`src/rtl/imem_boot_loader.sv`:
```
// Instruction-memory boot loader: assembles a length-prefixed little-endian byte
// stream into 32-bit words and writes them from address 0, holding the CPU in reset.
`timescale 1ns/1ps

module imem_boot_loader #(
    parameter int ADDR_WIDTH     = 8,
    parameter int TIMEOUT_CYCLES = 50000000
) (
    input  logic                  MAX10_CLK1_50,
    input  logic                  reset,
    input  logic                  start,
    input  logic [7:0]            rx_data,
    input  logic                  rx_valid,
    output logic                  rx_ready,
    output logic [ADDR_WIDTH-1:0] imem_addr,
    output logic [31:0]           imem_data,
    output logic                  imem_wren,
    output logic                  cpu_reset,
    output logic                  busy,
    output logic                  done,
    output logic                  error,
    output logic [15:0]           words_loaded
);

    localparam int               TMO_W     = $clog2(TIMEOUT_CYCLES + 1);
    localparam logic [TMO_W-1:0] TMO_LIMIT = TMO_W'(TIMEOUT_CYCLES);
    localparam logic [16:0]      DEPTH     = 17'd1 << ADDR_WIDTH;

    typedef enum logic [2:0] {
        S_IDLE   = 3'd0,
        S_LEN_LO = 3'd1,
        S_LEN_HI = 3'd2,
        S_DATA   = 3'd3,
        S_WRITE  = 3'd4,
        S_DONE   = 3'd5,
        S_ERROR  = 3'd6
    } state_t;

    state_t           state_q, state_d;
    logic [15:0]      len_q, len_d;
    logic [31:0]      word_q, word_d;
    logic [1:0]       idx_q, idx_d;
    logic [15:0]      words_q, words_d;
    logic [TMO_W-1:0] tmo_q, tmo_d;
    logic             xfer_s;

    // State and datapath registers.
    always_ff @(posedge MAX10_CLK1_50 or posedge reset) begin
        if (reset) begin
            state_q <= S_IDLE;
            len_q   <= 16'd0;
            word_q  <= 32'd0;
            idx_q   <= 2'd0;
            words_q <= 16'd0;
            tmo_q   <= '0;
        end else begin
            state_q <= state_d;
            len_q   <= len_d;
            word_q  <= word_d;
            idx_q   <= idx_d;
            words_q <= words_d;
            tmo_q   <= tmo_d;
        end
    end

    assign xfer_s = rx_valid && rx_ready;

    // Next-state and datapath update.
    always_comb begin
        state_d = state_q;
        len_d   = len_q;
        word_d  = word_q;
        idx_d   = idx_q;
        words_d = words_q;
        tmo_d   = tmo_q;
        case (state_q)
            S_IDLE, S_DONE, S_ERROR: begin
                if (start) begin
                    state_d = S_LEN_LO;
                    words_d = 16'd0;
                    idx_d   = 2'd0;
                    tmo_d   = '0;
                end else begin
                    state_d = state_q;
                end
            end
            S_LEN_LO: begin
                if (xfer_s) begin
                    len_d[7:0] = rx_data;
                    state_d    = S_LEN_HI;
                end else begin
                    state_d = S_LEN_LO;
                end
            end
            S_LEN_HI: begin
                if (xfer_s) begin
                    len_d[15:8] = rx_data;
                    tmo_d       = '0;
                    state_d     = ({rx_data, len_q[7:0]} == 16'd0) ? S_DONE : S_DATA;
                end else if (tmo_q == TMO_LIMIT) begin
                    state_d = S_ERROR;
                end else begin
                    tmo_d = tmo_q + 1'b1;
                end
            end
            S_DATA: begin
                if (xfer_s) begin
                    case (idx_q)
                        2'd0:    word_d[7:0]   = rx_data;
                        2'd1:    word_d[15:8]  = rx_data;
                        2'd2:    word_d[23:16] = rx_data;
                        2'd3:    word_d[31:24] = rx_data;
                        default: word_d        = word_q;
                    endcase
                    idx_d   = idx_q + 2'd1;
                    tmo_d   = '0;
                    state_d = (idx_q == 2'd3) ? S_WRITE : S_DATA;
                end else if (tmo_q == TMO_LIMIT) begin
                    state_d = S_ERROR;
                end else begin
                    tmo_d = tmo_q + 1'b1;
                end
            end
            S_WRITE: begin
                words_d = words_q + 16'd1;
                state_d = ((words_q + 16'd1) == len_q) ? S_DONE : S_DATA;
            end
            default: begin
                state_d = S_IDLE;
            end
        endcase
    end

    // Outputs are decoded from registered state only; words beyond depth are not written.
    assign rx_ready     = (state_q == S_LEN_LO) || (state_q == S_LEN_HI) || (state_q == S_DATA);
    assign imem_wren    = (state_q == S_WRITE) && ({1'b0, words_q} < DEPTH);
    assign imem_addr    = words_q[ADDR_WIDTH-1:0];
    assign imem_data    = word_q;
    assign cpu_reset    = (state_q != S_DONE);
    assign busy         = rx_ready || (state_q == S_WRITE);
    assign done         = (state_q == S_DONE);
    assign error        = (state_q == S_ERROR);
    assign words_loaded = words_q;

endmodule

```
`config.mk`:
```
export PLATFORM = sky130hd
export DESIGN_NAME = imem_boot_loader
export DESIGN_NICKNAME = d
export VERILOG_FILES = /design/src/rtl/imem_boot_loader.sv
export SDC_FILE = /design/constraint.sdc
export NUM_CORES = 1
export LEC_CHECK = 0
export ABC_AREA = 1
export BUFFER_PORTS_ARGS = -buffer_cell sky130_fd_sc_hd__buf_2
export CAP_MARGIN = 30
export CORE_UTILIZATION = 52
export DETAILED_ROUTE_END_ITERATION = 10
export GPL_TIMING_DRIVEN = 0
export PLACE_DENSITY = 0.76
export SLEW_MARGIN = 20
export SYNTH_ARGS = -nofsm -noshare
export SYNTH_HDL_FRONTEND = slang
export SYNTH_SLANG_ARGS = --single-unit
```
`constraint.sdc`:
```
create_clock -name MAX10_CLK1_50 -period 2.3 [get_ports MAX10_CLK1_50]
set_clock_uncertainty 0.05 [all_clocks]
set_input_delay 0 -clock MAX10_CLK1_50 [delete_from_list [all_inputs] [get_ports MAX10_CLK1_50]]
set_output_delay 0 -clock MAX10_CLK1_50 [all_outputs]
set_load 0.01 [all_outputs]
```
==> impl_results.md <==
- Outcome: completed
- Total track usage: ~28%
- Remaining Overflow, GRT: 0
- Drt first pass iters: 5
- Filler Cell Count: 882
- Proportion of layout cells with a drive suffix above 1: between 10% and 20%
- Initial Utilization: between 50% and 60%
- Placed cells: just over 900
- Layout Cells excl Fill: 939
- Maximum root-to-sink buffer count: 2
- WP data required: 2.25 ns
- Hold Path Cell Cnt: 3
- Die width: 104 µm
- Port buffer count: 73
- Worst-Skew Late Latency: 0.38 ns
- Post-Route WL: 14.6 mm
- Initial drt markers: between 400 and 500
- Clock slew at reported path FFs: 0.10 ns
- Diodes inserted: 0
- CTS Buf Count: 9
- Part of the power in registers: between 30 and 40%
- TritonCTS sink count: 95
- Seq. cell area: 0.00238 mm²
- Gate Count Post-Synth: around 710
- Fmax achieved: 0.463 GHz
- Arrival time worst endpoint: ~2.1 ns
- Nets@finish: 820
- Critical path fanouts, max: 10
- Setup bufs post-CTS: 0
- CTS root buf: clkbuf_8
- Avg Cell Area, Syn: 7.64 µm²
- Critical path endpoint category: output port
- Vias per inst: 5.53
- # setup viols final: 0
- Psw: 2770 µW
- Setup crit start kind: register
- Comb pwr share: between 40% and 50%
- Via count: 5197
- Unique masters post-synth: between 40 and 50
- Pwr/cell area: 1020 mW/mm²
- Clock share of power: 19.0%
- Dpl hpwl: 11.0 mm
- Footprint of the multi-input gates: 0.00255 mm²
- Switch share: 43.4%
- Routed len/inst: 15.6 µm
- Cell Area, Synth: 0.00540 mm²
- Synth Flop Type: dfrtp_1
- GPL Wtd Cong: 0.938
- First-pass GRT wire length: around 24 mm
- Final Max Slew Viols: 0
- Final Critical Period: 2.16 ns
- I/O pin total: 74
- Largest net degree at the start of global routing: 37
- Relative slew slack: a little over half
- Final period util: 93.8%
- Lkg Pwr: 0.00301 µW
- P_int: 3610 µW
- Max VDD drop: 0.709 mV
- Yosys reg bits: 95
- Number of global-route vias before repair: 4700
- R2R depth: 10
- DRC viols: 0
- Post-synth EDFFs: 0
- Sequential element share of the synthesized area: 44.1%
- Crit Path Class: reg -> out
- FFs w/ async S/R, synth: between 90% and 100%
- Syn_nets: 725
- Die area: 0.0108 mm²
- Die height: around 100 µm
- Tightest Pin Transition: 0.718 ns
- CTS tree: built
- Core footprint: a little under 0.01 mm²
- RSZ-0062 raised after global routing: false
- H-tree levels: 3
- Remaining antenna violation count: 0
- Setup TNS: 0 ns
- Final Hold Viols: 0
- Max-cap violations: 0
- Area grow syn2layout: 16.4%
- Yosys warning count: 0
- Std-Cell Rows: 36
- Initial antenna violation count: 0
- HP Class: in -> reg
==> worst max-delay path, cell delays in order, from the launching register on <==
cell and delay, ns:
dfrtp_1 0.46, nor2_1 0.17, inv_2 0.07, nor2_4 0.24
inv_1 0.15, clkbuf_2 0.23, nor3_1 0.23, buf_2 0.18
==> metal layers <==
layer | routed length [µm] | up-vias | track usage [%]
li1 | - | 2518 | -
met1 | 6780 | 2478 | 41.0
met2 | 6580 | 182 | 42.3
met3 | 970 | 19 | 3.70
met4 | 272 | 0 | 9.90
met5 | 0 | - | 0
==> cells in the final DEF (no fill, tap or decap), drive strengths merged <==
| cell | count |
|---|---|
| o21bai | 1 |
| clkinvlp | 2 |
| o22ai | 10 |
| nand4 | 35 |
| inv | 89 |
| o21ai | 89 |
| nand2 | 196 |
| xnor3 | 1 |
| nor4 | 12 |
| and2 | 1 |
| a211oi | 1 |
| xnor2 | 2 |
| ha | 7 |
| o31ai | 2 |
| nor2 | 54 |
| clkbuf | 14 |
| dfrtp | 95 |
| bufinv | 1 |
| or2 | 3 |
| dlygate4sd3 | 9 |
| xor2 | 10 |
| nor3 | 12 |
| nor3b | 1 |
| buf | 94 |
| a21oi | 3 |
| nand3 | 56 |
| clkinv | 1 |
| nand3b | 5 |
==> what timing repair did <==
action,4_1_cts,5_1_grt
hold endpoints to repair,55,0
hold buffers,9,0
endpoints found under the setup margin,1,2
resized for setup,1,3
==> metrics by stage <==
stage | hold slack, ns | power [µW] | instance area, µm² | setup WS [ns] | util [%]
floorplan | 0.0710 | 4230 | 5400 | 0.441 | -
global placement | 0.193 | 5050 | 5930 | 0.200 | 59.8
detailed placement | 0.0925 | 5150 | 5970 | 0.171 | 60.3
CTS | 0.0122 | 6380 | 6280 | 0.0918 | 63.4
global route | 0.0387 | 6770 | 6280 | 0.0102 | 63.4
finish | 0.0124 | 6380 | 6280 | 0.142 | 63.4
==> area by class of cell <==
class	count	area share, %
clock buffer	10	2.19
sequential	95	37.9
clock inverter	6	1.20
tap	133	2.65
timing repair buffer	84	7.89
inverter	87	5.30
multi-input combinational	501	40.6
buffer	23	2.35
==> power groups by stage <==
stage	clock, µW	sequential, µW	combinational (µW)
2_1_floorplan	0	2550	1680
3_3_place_gp	0	2510	2540
3_5_place_dp	0	2520	2630
4_1_cts	1220	2500	2660
5_1_grt	1280	2550	2940
6_report	1210	2510	2660
==> cells in the mapped netlist (3+ instances only) <==
cell,count,share of area [%]
a21oi_1,3,0.28
buf_2,6,0.56
buf_4,11,1.5
clkbuf_1,4,0.28
dfrtp_1,95,44
ha_1,7,1.6
inv_1,77,5.4
inv_2,9,0.63
nand2_1,194,13
nand3_1,54,5.0
nand3b_1,5,0.70
nand4_1,34,3.9
nor2_1,43,3.0
nor2_2,7,0.81
nor2_4,4,0.83
nor3_1,10,0.93
nor4_1,11,1.3
o21ai_0,47,4.4
o21ai_1,34,3.2
o21ai_2,7,1.1
o22ai_1,10,1.2
xor2_1,10,1.6
==> final timing paths <==
path,startpoint,end,slack (ns)
worst max-delay path,state_q[0],imem_wren,0.14
worst min-delay path,rx_data[6],imem_data[22],0.01
worst max register to register,tmo_q[0],tmo_q[20],0.15
worst min register to register,imem_data[11],imem_data[11],0.44
max in group asynchronous,reset,words_loaded[0],1.36
min in group asynchronous,reset,tmo_q[14],0.22
==> flip-flops by register name, summed over array words and instances, names as in the netlist <==
| name | flops |
|---|---|
| tmo_q | 26 |
| words_loaded | 16 |
| idx_q | 2 |
| len_q | 16 |
| imem_data | 32 |
| state_q | 3 |
==> cells by family (layout without fill, tap and decap cells) <==
group / Yosys count / after routing / share of synthesized area (%)
flops: 95 / 95 / 44.1
buf+inv: 110 / 210 / 8.81
simple gates: 375 / 375 / 32.2
compound gates: 106 / 106 / 10.9
xor+xnor: 13 / 13 / 2.37
fa+ha+maj: 7 / 7 / 1.62
(Power assumes the default switching activity.)
